**config.mk**
```make
export PLATFORM = sky130hd
export DESIGN_NAME = mram_serial_ctrl
export DESIGN_NICKNAME = d
export VERILOG_FILES = /design/src/rtl/mram_serial_ctrl.sv
export SDC_FILE = /design/constraint.sdc
export NUM_CORES = 1
export LEC_CHECK = 0
export ABC_AREA = 1
export BUFFER_PORTS_ARGS = -buffer_cell sky130_fd_sc_hd__buf_2
export CORE_AREA = 3 3 101 103
export CTS_CLUSTER_DIAMETER = 150
export CTS_CLUSTER_SIZE = 40
export DETAILED_ROUTE_END_ITERATION = 16
export DIE_AREA = 0 0 104 106
export GPL_TIMING_DRIVEN = 0
export PLACE_DENSITY_LB_ADDON = 0.08
export SLEW_MARGIN = 20
export SYNTH_ARGS = -nofsm -noshare
export SYNTH_HDL_FRONTEND = slang
export SYNTH_SLANG_ARGS = --single-unit
```
**constraint.sdc**
```tcl
create_clock -name clk -period 3.35 [get_ports clk]
set_input_delay 0.1675 -clock clk [delete_from_list [all_inputs] [get_ports clk]]
set_output_delay 0.1675 -clock clk [all_outputs]
set_load 0.05 [all_outputs]
```
**src/rtl/mram_serial_ctrl.sv**
```systemverilog
// Serial host link to async-SRAM-style MRAM bridge: LSB-first address/data shift-in,
// timed MRAM cycle, serial read-back. Define MRAM_SER_PARITY_EN for the address parity check.
module mram_serial_ctrl #(
   parameter int DATA_W   = 16,
   parameter int ADDR_W   = 20,
   parameter int WR_PULSE = 2,
   parameter int RD_LAT   = 2
) (
   input  logic              clk,
   input  logic              rst,
   input  logic              start,
   input  logic              cmd_we,
   input  logic [1:0]        byte_sel,
   input  logic              ser_addr_in,
   input  logic              ser_data_in,
   output logic              ser_data_out,
   output logic              ser_out_valid,
   output logic              busy,
   output logic              done,
   output logic              err,
   output logic [ADDR_W-1:0] mram_addr,
   output logic [DATA_W-1:0] mram_dq_out,
   output logic              mram_dq_oe,
   input  logic [DATA_W-1:0] mram_dq_in,
   output logic              chip_en,
   output logic              write_en,
   output logic              out_en,
   output logic              lower_byte_en,
   output logic              upper_byte_en
);

   localparam int N = (ADDR_W > DATA_W) ? ADDR_W : DATA_W;
`ifdef MRAM_SER_PARITY_EN
   localparam int SHIFT_LEN = N + 1;
`else
   localparam int SHIFT_LEN = N;
`endif
   localparam int MAX_A   = (SHIFT_LEN > WR_PULSE) ? SHIFT_LEN : WR_PULSE;
   localparam int MAX_B   = (RD_LAT > DATA_W) ? RD_LAT : DATA_W;
   localparam int CNT_MAX = (MAX_A > MAX_B) ? MAX_A : MAX_B;
   localparam int CNT_W   = $clog2(CNT_MAX + 1);

   localparam logic [CNT_W-1:0] SHIFT_LAST = CNT_W'(SHIFT_LEN - 1);
   localparam logic [CNT_W-1:0] WR_LAST    = CNT_W'(WR_PULSE - 1);
   localparam logic [CNT_W-1:0] RD_LAST    = CNT_W'(RD_LAT - 1);
   localparam logic [CNT_W-1:0] SER_LAST   = CNT_W'(DATA_W - 1);
   localparam logic [CNT_W-1:0] ADDR_LIM   = CNT_W'(ADDR_W);
   localparam logic [CNT_W-1:0] DATA_LIM   = CNT_W'(DATA_W);

   typedef enum logic [2:0] {IDLE, SHIFT, SETUP, ACCESS, HOLD, SEROUT, DONE} state_t;

   state_t            state, state_next;
   logic [CNT_W-1:0]  cnt;
   logic              is_wr;
   logic              sel_lo, sel_hi;
   logic [ADDR_W-1:0] addr_q;
   logic [DATA_W-1:0] data_q;
   logic [DATA_W-1:0] rd_q;
   logic              par_bad;
   logic              par_err;

`ifdef MRAM_SER_PARITY_EN
   // Sender makes the address plus parity bit even; only meaningful on the last SHIFT cycle.
   assign par_bad = (ser_addr_in != ^addr_q);
`else
   assign par_bad = 1'b0;
`endif

   assign mram_addr   = addr_q;
   assign mram_dq_out = data_q;

   // NOTE: sequential state is written with <= so every register samples pre-edge values.
   always_ff @(posedge clk or posedge rst) begin
      if (rst) state <= IDLE;
      else     state <= state_next;
   end

   always_comb begin
      // NOTE: default first so no path through the case leaves state_next unassigned (no latch).
      state_next = state;
      case (state)
         IDLE:   if (start) state_next = SHIFT;
         SHIFT:  if (cnt == SHIFT_LAST) state_next = par_bad ? DONE : SETUP;
         SETUP:  state_next = ACCESS;
         ACCESS: if (is_wr ? (cnt == WR_LAST) : (cnt == RD_LAST))
                    state_next = is_wr ? HOLD : SEROUT;
         HOLD:   state_next = DONE;
         SEROUT: if (cnt == SER_LAST) state_next = DONE;
         DONE:   state_next = IDLE;
         default: state_next = IDLE;
      endcase
   end

   always_ff @(posedge clk or posedge rst) begin
      if (rst) begin
         cnt     <= '0;
         is_wr   <= 1'b0;
         sel_lo  <= 1'b0;
         sel_hi  <= 1'b0;
         addr_q  <= '0;
         data_q  <= '0;
         rd_q    <= '0;
         par_err <= 1'b0;
      end else begin
         cnt <= (state_next != state || state == IDLE) ? '0 : cnt + CNT_W'(1);
         case (state)
            IDLE: if (start) begin
               is_wr <= cmd_we;
               // 00 selects both bytes; an 8-bit part only has the lower lane.
               if (DATA_W == 8) begin
                  sel_lo <= 1'b1;
                  sel_hi <= 1'b0;
               end else begin
                  sel_lo <= byte_sel[0] | ~byte_sel[1];
                  sel_hi <= byte_sel[1] | ~byte_sel[0];
               end
            end
            SHIFT: begin
               if (cnt < ADDR_LIM)
                  addr_q <= (addr_q >> 1) | (ADDR_W'(ser_addr_in) << (ADDR_W - 1));
               if (is_wr && cnt < DATA_LIM)
                  data_q <= (data_q >> 1) | (DATA_W'(ser_data_in) << (DATA_W - 1));
               if (cnt == SHIFT_LAST)
                  par_err <= par_bad;
            end
            ACCESS: if (!is_wr && cnt == RD_LAST) rd_q <= mram_dq_in;
            SEROUT: rd_q <= rd_q >> 1;
            DONE:   par_err <= 1'b0;
            default: ;
         endcase
      end
   end

   always_comb begin
      chip_en       = 1'b1;
      write_en      = 1'b1;
      out_en        = 1'b1;
      lower_byte_en = 1'b1;
      upper_byte_en = 1'b1;
      mram_dq_oe    = 1'b0;
      busy          = (state != IDLE);
      done          = 1'b0;
      err           = 1'b0;
      ser_data_out  = 1'b0;
      ser_out_valid = 1'b0;
      case (state)
         SETUP, ACCESS, HOLD: begin
            chip_en       = 1'b0;
            lower_byte_en = ~sel_lo;
            upper_byte_en = ~sel_hi;
            mram_dq_oe    = is_wr;
            if (state == ACCESS) begin
               write_en = ~is_wr;
               out_en   = is_wr;
            end
         end
         SEROUT: begin
            ser_data_out  = rd_q[0];
            ser_out_valid = 1'b1;
         end
         DONE: begin
            done = 1'b1;
            err  = par_err;
         end
         default: ;
      endcase
   end

endmodule

```
==> flow_summary.rst <==
.. list-table::
   :header-rows: 1

   * - Metric
     - Value
   * - Result of the run
     - complete, no violations
   * - Net Count, Synth
     - 343
   * - #FFs+latches synth
     - 63
   * - Post-cts sizing count
     - 0
   * - Via count of the first global-routing pass
     - 2,354
   * - DRC Markers
     - 0
   * - Most common cell after layout, fill and taps aside
     - buf_2
   * - Wire length reported by the detailed router
     - 6.61 mm
   * - Number of hold violations in the final report
     - 0
   * - Number of rows in the core area
     - 35
   * - Least-Margin Pin Slew
     - 0.532 ns
   * - Final period utilization
     - 56.2%
   * - Share of post-route cells with drive strength above 1
     - 25.8%
   * - Total via count after detailed routing
     - 2,301
   * - Core area
     - 9280 um2
   * - Maximum frequency from static timing analysis
     - 531 MHz
   * - Die width
     - 104 um
   * - Count of cell types in the netlist
     - 23
   * - Clock tree root driver cell
     - clkbuf_8
   * - TritonCTS Buffers
     - 9
   * - Startpoint kind of the worst setup timing path
     - flip-flop
   * - Top cell type's share of synthesized area
     - 57.0%
   * - CP Class
     - flip-flop to output pin
   * - Number of primary I/O pins
     - 71
   * - Number of clock sinks seen by CTS
     - 63
   * - Most used flip-flop cell after synthesis
     - dfrtp_1
   * - Largest clock skew in the final design
     - 0.00888 ns
   * - Maximum count of clock buffers along a single path
     - 2
   * - Die height
     - 106 um
   * - Arrival @ worst endpoint
     - 1.72 ns
   * - Cell area after synthesis
     - 2770 um2
   * - Kind of capture point of the worst setup path
     - output pin
   * - Tmin final
     - 1.88 ns
   * - Filler-free cell count of the finished design
     - 532
   * - Full die area
     - 11,000 um2
   * - Max Slew Vio Count
     - 0
   * - Most used cells in the layout excluding fill and tap cells
     - buf_2 (76), dfrtp_1 (63), nand2_1 (61), inv_1 (48), o21ai_0 (36)
   * - Synthesized area divided by synthesized cell count
     - 8.75 um2
   * - Number of max-capacitance violations reported
     - 0
   * - First-pass GRT wire length
     - 11.4 mm
   * - Layout-stage area growth over the synthesis result
     - 28.1%
   * - Leftover overflow at the end of global routing
     - 0
   * - Average wire per cell in the routed design
     - 12.4 um
   * - Data required, critical path
     - 3.18 ns
   * - Final design area excluding fillers
     - 3540 um2
   * - First DRT Iteration DRCs
     - 64
   * - Cells taking the most area after synthesis
     - dfrtp_1 (57%), nand2_1 (8.3%), inv_1 (6.7%), o21ai_0 (6.5%), nor2_1 (4.6%)
   * - Worst hold path class
     - input port to flip-flop
   * - Unrepaired setup endpoints after global routing
     - no
   * - Async SR Flop Fraction
     - 100%
   * - TritonCTS clock tree
     - done
   * - H-tree depth
     - 3
   * - Antenna diodes
     - 0
   * - Final-stage net count
     - 425
   * - Fillers
     - 987
   * - Count of placed standard cells including taps
     - 515
   * - Initial antenna violation count
     - 0
   * - GRT Total Usage
     - 12.9%
   * - Antenna-violating nets left
     - 0
   * - Sequential element share of the synthesized area
     - 57.0%
   * - Post-Route Setup TNS
     - 0 ns
   * - Number of enable flip-flop cells after synthesis
     - 0
   * - Yosys Warn Count
     - 0
   * - Worst-path clk slew
     - 0.08 ns
   * - Avg Vias per Cell
     - 4.33
   * - Dpl cell area
     - 3300 um2
   * - Starting Density
     - 29.8%
   * - Biggest area consumer among synthesized cells
     - dfrtp_1
   * - Total of buffers placed on input and output ports
     - 69
   * - Skew-Pair Late Insertion Delay
     - 0.34 ns
   * - Setup-failing EPs final
     - 0
   * - Final standard cell utilization of the core
     - 38.2%
   * - Pre-Repair DR Iteration Count
     - 4
   * - Largest net degree at the start of global routing
     - 47
   * - Instance count of the mapped netlist
     - 316
   * - Remaining max-slew budget at the tightest pin
     - 64.5%
   * - Gpl congestion
     - 0.795
   * - Maximum fanout encountered on the critical timing path
     - 10
   * - HPWL after detailed placement
     - 4.64 mm
[cell usage after synthesis (3+ instances only)]
cell and instances:
a21oi_1 19, o211ai_1 15, nand2_1 61, nor2_1 34
clkbuf_1 4, inv_1 49, o21ai_0 36, buf_2 7
dfrtp_1 63, nand3_1 9, ha_1 3
[routing by layer]
layer  track usage, %  wire length, um  vias to the layer above
li1                 -                -                     1162
met1             17.1             3200                     1081
met2             20.1             3020                       49
met3             4.13              300                        9
met4             4.27               90                        0
met5                0                0                        -
[cell type report]
type	count	area (um2)	share of cell area, %
flip-flops and latches	63	1580	44.5
multi-input cells	188	917	25.9
repair buffers	71	383	10.8
inverters	51	194	5.48
well taps	129	161	4.56
clock buffers	10	138	3.89
clock inverters	6	92.6	2.61
plain buffers	14	80.1	2.26
[kinds of logic after synthesis]
| logic type | after synthesis | synth area share, % |
|---|---|---|
| simple gates | 108 | 15.8 |
| compound gates | 74 | 15.2 |
| buf+inv | 65 | 9.82 |
| flops | 63 | 57.0 |
| fa+ha+maj | 3 | 1.36 |
| xor+xnor | 2 | 0.634 |
| other cells | 1 | 0.136 |
[worst max-delay path, stage by stage, from the launching register on]
cell and delay [ns]:
dfrtp_1 0.42, inv_1 0.11, nand2_1 0.11, nor2_4 0.18
buf_2 0.26, buf_2 0.30
[metrics by stage]
| stage | hold slack (ns) | setup WS (ns) |
|---|---|---|
| 4_1_cts | 0.0266 | 1.43 |
| 5_1_grt | 0.0841 | 1.30 |
| 6_report | 0.0425 | 1.47 |
| 2_1_floorplan | 0.288 | 1.56 |
| 3_3_place_gp | 0.388 | 0.562 |
| 3_5_place_dp | 0.135 | 1.68 |
[sequential cells by signal, summed over array words and instances (netlist names)]
register / cells
mram_addr: 20
mram_dq_out: 16
rd_q: 16
cnt: 5
state: 3
is_wr: 1
sel_hi: 1
sel_lo: 1
[final timing paths]
check                           cells past startpoint        endpoint  slack [ns]            from
worst max-delay path                                5   ser_out_valid        1.47        state[1]
min in group asynchronous                           3         rd_q[5]        0.32             rst
max in group asynchronous                           4  mram_dq_out[2]        2.54             rst
worst max register to register                     12          cnt[2]        1.69          cnt[0]
worst min register to register                      2  mram_dq_out[0]        0.49  mram_dq_out[0]
worst min-delay path                                3           is_wr        0.04          cmd_we
[what timing repair did]
action                    in CTS  in global routing
hold endpoints to repair      17                  0
setup buffers                  0                  0
hold buffers                   1                  0
Power is left out: the tool's default activity adds up to more than one toggle a clock period on the data nets, which glitch-free logic cannot reach.
